### src/rtl/imem_loader_if.sv
// rtl/imem_loader_if.sv - byte stream in and instruction-memory write port out of the loader
interface imem_loader_if #(
    parameter int ADDR_W = 8
);
    logic              s_valid;
    logic [7:0]        s_data;
    logic              s_ready;
    logic              mem_we;
    logic [ADDR_W-1:0] mem_addr;
    logic [31:0]       mem_wdata;

    modport master (
        output s_valid, s_data,
        input  s_ready, mem_we, mem_addr, mem_wdata
    );

    modport slave (
        input  s_valid, s_data,
        output s_ready, mem_we, mem_addr, mem_wdata
    );
endinterface

### src/rtl/imem_loader.sv
// rtl/imem_loader.sv - packs a byte stream into 32-bit words and writes them to instruction memory
module imem_loader #(
    parameter int ADDR_W = 8,
    parameter int DEPTH  = 256
) (
    input  logic             clk,
    input  logic             rst,
    input  logic             start,
    input  logic [ADDR_W:0]  len_words,
    imem_loader_if.slave     bus,
    output logic             core_rst,
    output logic             busy,
    output logic             done,
    output logic             err
);
    typedef enum logic [1:0] {IDLE, LOAD, DONE} state_t;

    localparam logic [ADDR_W:0] DEPTH_W = (ADDR_W+1)'(DEPTH);

    state_t            state, state_nxt;
    logic [ADDR_W:0]   len_q;
    logic [1:0]        idx;
    logic              we_q;
    logic [ADDR_W-1:0] addr_q;
    logic [31:0]       wdata_q;
    logic              err_q;
    logic              len_ok;
    logic              last_word;
    logic              take;

    assign len_ok    = (len_words != '0) && (len_words <= DEPTH_W);
    assign last_word = ({1'b0, addr_q} == (len_q - (ADDR_W+1)'(1)));
    assign take      = bus.s_valid && bus.s_ready;

    // One bubble per word: no byte is taken while the packed word is being written.
    assign bus.s_ready   = (state == LOAD) && !we_q;
    assign bus.mem_we    = we_q;
    assign bus.mem_addr  = addr_q;
    assign bus.mem_wdata = wdata_q;
    assign busy          = (state == LOAD);
    assign done          = (state == DONE);
    assign core_rst      = (state == DONE);
    assign err           = err_q;

    always_ff @(posedge clk) begin
        if (!rst) begin
            state <= IDLE;
        end else begin
            state <= state_nxt;
        end
    end

    always_comb begin
        state_nxt = state;
        case (state)
            IDLE, DONE: begin
                if (start) begin
                    state_nxt = len_ok ? LOAD : IDLE;
                end
            end
            LOAD: begin
                if (we_q && last_word) begin
                    state_nxt = DONE;
                end
            end
            default: state_nxt = IDLE;
        endcase
    end

    always_ff @(posedge clk) begin
        if (!rst) begin
            len_q   <= '0;
            idx     <= '0;
            we_q    <= 1'b0;
            addr_q  <= '0;
            wdata_q <= '0;
            err_q   <= 1'b0;
        end else begin
            we_q <= 1'b0;
            case (state)
                IDLE, DONE: begin
                    if (start) begin
                        err_q <= !len_ok;
                        if (len_ok) begin
                            len_q   <= len_words;
                            addr_q  <= '0;
                            idx     <= '0;
                            wdata_q <= '0;
                        end
                    end
                end
                LOAD: begin
                    if (take) begin
                        wdata_q[{idx, 3'b000} +: 8] <= bus.s_data;
                        idx <= idx + 2'd1;
                        if (idx == 2'd3) begin
                            we_q <= 1'b1;
                        end
                    end
                    // Address stays on the final word so it never passes len-1.
                    if (we_q && !last_word) begin
                        addr_q <= addr_q + ADDR_W'(1);
                    end
                end
                default: ;
            endcase
        end
    end
endmodule
### src/flat_wrapper.sv
// flat-port wrapper written by rule: the top's interface ports become plain ports
module imem_loader_flat 
#(
    parameter int ADDR_W = 8,
    parameter int DEPTH  = 256
)
  (clk, rst, start, len_words, core_rst, busy, done, err, bus_s_valid, bus_s_data, bus_s_ready, bus_mem_we, bus_mem_addr, bus_mem_wdata);
  imem_loader_if #(.ADDR_W(ADDR_W)) bus_i ();
  input  logic clk;
  input  logic rst;
  input  logic start;
  input  logic [ADDR_W:0] len_words;
  output logic core_rst;
  output logic busy;
  output logic done;
  output logic err;
  input wire logic [$bits(bus_i.s_valid)-1:0] bus_s_valid;
  input wire logic [$bits(bus_i.s_data)-1:0] bus_s_data;
  output wire logic [$bits(bus_i.s_ready)-1:0] bus_s_ready;
  output wire logic [$bits(bus_i.mem_we)-1:0] bus_mem_we;
  output wire logic [$bits(bus_i.mem_addr)-1:0] bus_mem_addr;
  output wire logic [$bits(bus_i.mem_wdata)-1:0] bus_mem_wdata;
  assign bus_i.s_valid = bus_s_valid;
  assign bus_i.s_data = bus_s_data;
  assign bus_s_ready = bus_i.s_ready;
  assign bus_mem_we = bus_i.mem_we;
  assign bus_mem_addr = bus_i.mem_addr;
  assign bus_mem_wdata = bus_i.mem_wdata;
  imem_loader #(.ADDR_W(ADDR_W), .DEPTH(DEPTH)) u_core (.clk(clk), .rst(rst), .start(start), .len_words(len_words), .bus(bus_i), .core_rst(core_rst), .busy(busy), .done(done), .err(err));
endmodule
### config.mk
export PLATFORM = sky130hd
export DESIGN_NAME = imem_loader_flat
export DESIGN_NICKNAME = d
export VERILOG_FILES = /design/src/rtl/imem_loader_if.sv /design/src/rtl/imem_loader.sv /design/src/flat_wrapper.sv
export SDC_FILE = /design/constraint.sdc
export NUM_CORES = 1
export LEC_CHECK = 0
export ABC_AREA = 0
export CAP_MARGIN = 20
export CORE_MARGIN = 2
export CORE_UTILIZATION = 35
export DETAILED_ROUTE_END_ITERATION = 6
export SLEW_MARGIN = 10
export SYNTH_ARGS = -nofsm -noshare
export SYNTH_HDL_FRONTEND = slang
export SYNTH_SLANG_ARGS = --single-unit
export TNS_END_PERCENT = 50
### constraint.sdc
create_clock -name clk -period 3.4 [get_ports clk]
set_clock_uncertainty 0.2 [all_clocks]
set_input_delay 0.34 -clock clk [delete_from_list [all_inputs] [get_ports clk]]
set_output_delay 0.34 -clock clk [all_outputs]
set_load 0.02 [all_outputs]
* Word-level counts from Yosys, hierarchy flattened
Index checks and enable logic that the tools add are counted.
** Storage, ports and cells
- Output and inout bits :: 46
- Flip-flop bits (word level) :: 55
** Cells by class
- $add $sub $neg :: 4
- Reductions and logical operators :: 18
- Shift operators :: 2
- Order comparisons :: 1
- Mux-type cells :: 18
- Equality and inequality tests :: 9
** Operators by type and width (number)
- 32-bit two-way mux :: 3
- 32-bit one-hot mux with 2 select lines :: 1
- 32-bit bitwise mux :: 1
- 8-bit by 7-bit variable shift with 32-bit output (first input constant) :: 1
- 8-bit by 7-bit indexed part select with 32-bit output :: 1
- 8-bit two-way mux :: 3
- 8-bit one-hot mux with 2 select lines :: 1
- 2-bit two-way mux :: 5
- 8-bit by 9-bit == test with 1-bit output :: 1
- 9-bit <= comparator (second input constant) :: 1
- 9-bit nonzero test :: 1
- 9-bit by 1-bit subtractor with 9-bit output (second input constant) :: 1
- 8-bit by 1-bit adder with 8-bit output (second input constant) :: 1
- 2-bit by 1-bit inequality test with 1-bit output (second input constant) :: 4
- 2-bit one-hot mux with 2 select lines :: 2
- 4-bit AND reduction :: 2
- 5-bit negator with 7-bit output :: 1
- 3-bit AND reduction :: 2
- 1-bit logical AND :: 5
- 2-bit == test (second input constant) :: 2
- 2-bit AND reduction :: 2
- 1-bit zero test :: 3
- 2-bit by 1-bit adder with 2-bit output (second input constant) :: 1
- 2-bit by 1-bit == test with 1-bit output (second input constant) :: 1
- 5 further kinds :: 6

* Logic depth before layout (Yosys ltp)
- Word-level depth :: 6
- Mapped depth :: 10
- Mapped depth without buffers :: 9

* Worst setup path after synthesis
OpenSTA, ideal clock, no wires.
- Path type :: register -> register
- From :: register u_core.len_q[0]
- To :: register u_core.addr_q[0], in the netlist u_core.bus.mem_addr[0]
- Path buffers :: 1
- Period minus slack after synthesis :: 2.468 ns
- Stages on the path, launching flop included :: 11
- Data arrival time :: 2.198 ns
- Data required time :: 3.130 ns
- Setup time :: 0.070 ns
- Setup slack :: 0.932 ns
- Cells stage by stage :: dfxtp_1 inv_1 ha_1 nor3b_2 a211o_1 a21oi_1 a21oi_1 nor4b_2 buf_4 o21ai_0 a21boi_1
** Between the ends
- Cells in the longest elaborated chain, start to end :: 6
** Ends and longest elaborated chain
- start: declaration :: line imem_loader.sv:21 : logic [ADDR_W:0] len_q;
- start signal: assignment :: line imem_loader.sv:85 : len_q <= len_words;
- 9-bit by 1-bit subtractor with 9-bit output :: line imem_loader.sv:32 : assign last_word = ({1'b0, addr_q} == (len_q - (ADDR_W+1)'(1)));
- 8-bit by 9-bit == test with 1-bit output :: line imem_loader.sv:32
- 1-bit zero test :: line imem_loader.sv:101 : if (we_q && !last_word) begin
- 1-bit logical AND :: line imem_loader.sv:101
- 2-bit by 1-bit inequality test with 1-bit output (no source line)
- 4-bit AND reduction (no source line)
- end signal: assignment :: line imem_loader.sv:102 : addr_q <= addr_q + ADDR_W'(1);
- end: declaration :: line imem_loader.sv:24 : logic [ADDR_W-1:0] addr_q;
No other way between the ends.
A chain may end at the register's enable or synchronous reset.

* Worst setup path after layout
- From :: register u_core.len_q[0]
- To :: register u_core.addr_q[3], in the netlist u_core.bus.mem_addr[3]
Same word-level chain as after synthesis.

==> results.py <==
metrics = {
    "sta": {
        "tightest_slew_ns": 0.600,
        "min_period_ns": 2.80,
        "relSlewSlack_pct": 59.7,
        "fin_tns_setup_ns": 0,
        "fmax_mhz": 357,
        "period_share_pct": 82.5,
        "drv_slew": 0,
        "rsz0062_at_grt": "false",
        "setup_violations": 0,
        "hold_violations": 0,
        "setup_ws_ns": 0.596,
    },
    "floorplan": {
        "die_w_microns": 94.3,
        "rows": 32,
        "num_io_pins": 67,
        "die_area_sq_um": 8880,
        "dieHeight_microns": 94.3,
        "fp.coreArea_sq_um": 7810,
        "initial_core_util_pct": 36.5,
    },
    "synth": {
        "synth-edff-count": 0,
        "ys_warn_count": 0,
        "synth_flop_cell": "dfxtp_1",
        "yosys-top-cells-count": "dfxtp_1, nand2_1, nand3_1, a21boi_1, nand2b_1",
        "synthCells": 329,
        "synthTopCellsByArea": "dfxtp_1, a21boi_1, nand3_1, nand2_1, nand2b_1",
        "synth_xor_area_share_pct": 3.42,
        "ys_ff_latch": 55,
        "muxShareOfSynthArea_pct": 0,
        "synth_compound_area_share_pct": 21.1,
        "post-synth-top-count-cell": "dfxtp_1",
        "synth.distinct_cells": 51,
        "yosysTopAreaCellShare_pct": 38.6,
        "synth-async-reset-ratio_pct": 0,
        "synth_nets": 356,
        "synth_top_family_by_area": "simple AND/OR/NAND/NOR gates",
        "yosysTopAreaCell": "dfxtp_1",
        "synth_area_sq_um": 2850,
        "synthSimpleGateAreaFrac_pct": 29.4,
        "synth_fa_ha_area_share_pct": 2.63,
        "synth.avg_cell_area_sq_um": 8.67,
        "synth_seq_area_share_pct": 38.6,
    },
    "cts": {
        "cts-htree-levels": 2,
        "insertion_delay_ns": 0.31,
        "cts_buffers": 5,
        "path_clk_slew_ns": 0.11,
        "cts_root_buf": "clkbuf_8",
        "cts_sinks": 55,
        "cts_setup_buffers": 0,
        "cts_resized": 0,
        "cts_hold_buf": 0,
        "cts_tree": "done",
        "clk_path_buf_depth": 2,
    },
    "worst_setup_path": {
        "path_class": "reg2reg",
        "cp.arrival_ns": 2.86,
        "worst_ep_required_time_ns": 3.45,
        "crit_fanout": 16,
        "end_kind": "register",
        "cpPeakStageDelay_ns": 0.50,
        "cp-start-kind": "register",
        "slowest_stage": "or4_1",
        "cp_cell_sequence": "inv_1 > ha_1 > nor3b_2 > a211oi_1 > o41ai_1 > o21ai_0 > nor4b_2 > buf_4 > or4_1 > a21oi_1",
    },
    "layout": {
        "diodes": 0,
        "register_area_sq_um": 1100,
        "syn_to_final_growth_pct": 29.6,
        "nNetsFinal": 418,
        "drive_above_1_share_pct": 6.12,
        "multi_input_area_sq_um": 1620,
        "utilization_pct": 47.3,
        "nFillCells": 748,
        "fin_area_sq_um": 3700,
    },
    "global_routing": {
        "grt_overflow_total": 0,
        "grt_pass1_vias": 2341,
        "grt_usage_pct": 16.9,
        "grt_first_pass_wirelength_microns": 11900,
        "antenna_found_initial": 0,
        "grt_max_degree": 34,
    },
    "drt": {
        "first_pass_iters": 4,
        "drc_errors": 0,
        "avgRoutedWirePerCell_microns": 14.9,
        "first_iter_violations": 111,
        "wl_microns": 7360,
        "vias_per_cell": 5.16,
        "vias": 2549,
        "ant_nets": 0,
    },
    "placed_design": {
        "dpl-instance-area_sq_um": 3580,
        "numPortBuffers": 66,
        "hpwlAfterDp_microns": 5450,
        "dp_slack_ns": 0.354,
        "finalWeightedCongestion": 0.827,
    },
    "outcome": {
        "status": "complete, no violations",
    },
    "job": {
        "drv_cap": 0,
    },
    "pwr": {
        "irDropWorstVdd_mv": 0.188,
        "p_leak_nw": 1.27,
        "p_per_area_nw_per_um2": 358,
    },
    "worst_hold_path": {
        "hold_class": "reg2reg",
    },
}
## registers in the layout (all words and copies together), names as in the netlist
name,count
u_core.len_q,9
u_core.bus.mem_we,1
u_core.bus.mem_addr,8
u_core.idx,2
u_core.state,2
u_core.bus.mem_wdata,32
u_core.err,1
## path summary, 6_finish.rpt
kind | start | to | slack, ns | depth (start not counted)
setup / recovery | u_core.len_q[0]$_SDFFE_PN0P_ | u_core.bus.mem_addr[3]$_SDFFE_PN0P_ | 0.60 | 10
hold / removal | u_core.bus.mem_wdata[0]$_SDFFE_PN0P_ | u_core.bus.mem_wdata[0]$_SDFFE_PN0P_ | 0.26 | 2
setup reg to reg | u_core.len_q[0]$_SDFFE_PN0P_ | u_core.bus.mem_addr[3]$_SDFFE_PN0P_ | 0.60 | 10
hold reg to reg | u_core.bus.mem_wdata[0]$_SDFFE_PN0P_ | u_core.bus.mem_wdata[0]$_SDFFE_PN0P_ | 0.26 | 2
## per-layer routing
layer,global-route usage (%),up-vias,wire length [microns],share of wire (%)
li1,-,1283,-,-
met1,24.2,1212,3630,49
met2,26.0,47,3310,45
met3,2.73,7,319,4.3
met4,5.31,0,97,1.3
met5,0,-,0,0
## logic make-up after synthesis
family,after synthesis
XOR/XNOR,9
AO/OA/AOI/OAI,85
adder cells (fa/ha/maj),6
buffers and inverters,26
flip-flops,55
AND/OR/NAND/NOR,148
## cell usage in the layout (no fill, tap or decap), types with 10 or more instances in the layout
cell type	netlist	routed
a21oi_1	13	13
nand2_1	41	41
clkdlybuf4s50_1	0	66
nor2_1	10	10
dfxtp_1	55	55
a21boi_0	16	16
nand2b_1	20	20
inv_1	10	10
a21boi_1	26	26
nand3_1	35	35
## metrics by stage
step                      instances  hold WS, ns  power, W
final                           494        0.260   0.00132
after global routing            494        0.279   0.00138
after CTS                       494        0.263   0.00133
after floorplan                 329        0.265  0.000808
after global placement          486        0.240  0.000879
after detailed placement        486        0.247  0.000879
## critical path, delay by kind of cell (launching register included)
kind,cells,cell delay (ns)
buffers and inverters,2,0.28
and+or+nand+nor,3,1.12
adders and majority gates,1,0.18
AOI/OAI and AO/OA,4,0.57
DFF,1,0.39
## final cells by class
type                       instances  area share [%]
multi-input combinational        248            43.7
timing repair buffer              71            18.9
sequential                        55            29.8
clock buffer                       5            1.86
inverter                          10            1.02
clock inverter                     3            1.29
tap                              102            3.45
## report_power, final
part	switching (W)	total (W)	internal [W]
registers	0.0000114	0.000664	0.000653
logic	0.000114	0.000201	0.0000874
clock network	0.000232	0.000456	0.000224
total	0.000357	0.00132	0.000964
Note: power is estimated with default switching activity, not from simulation.
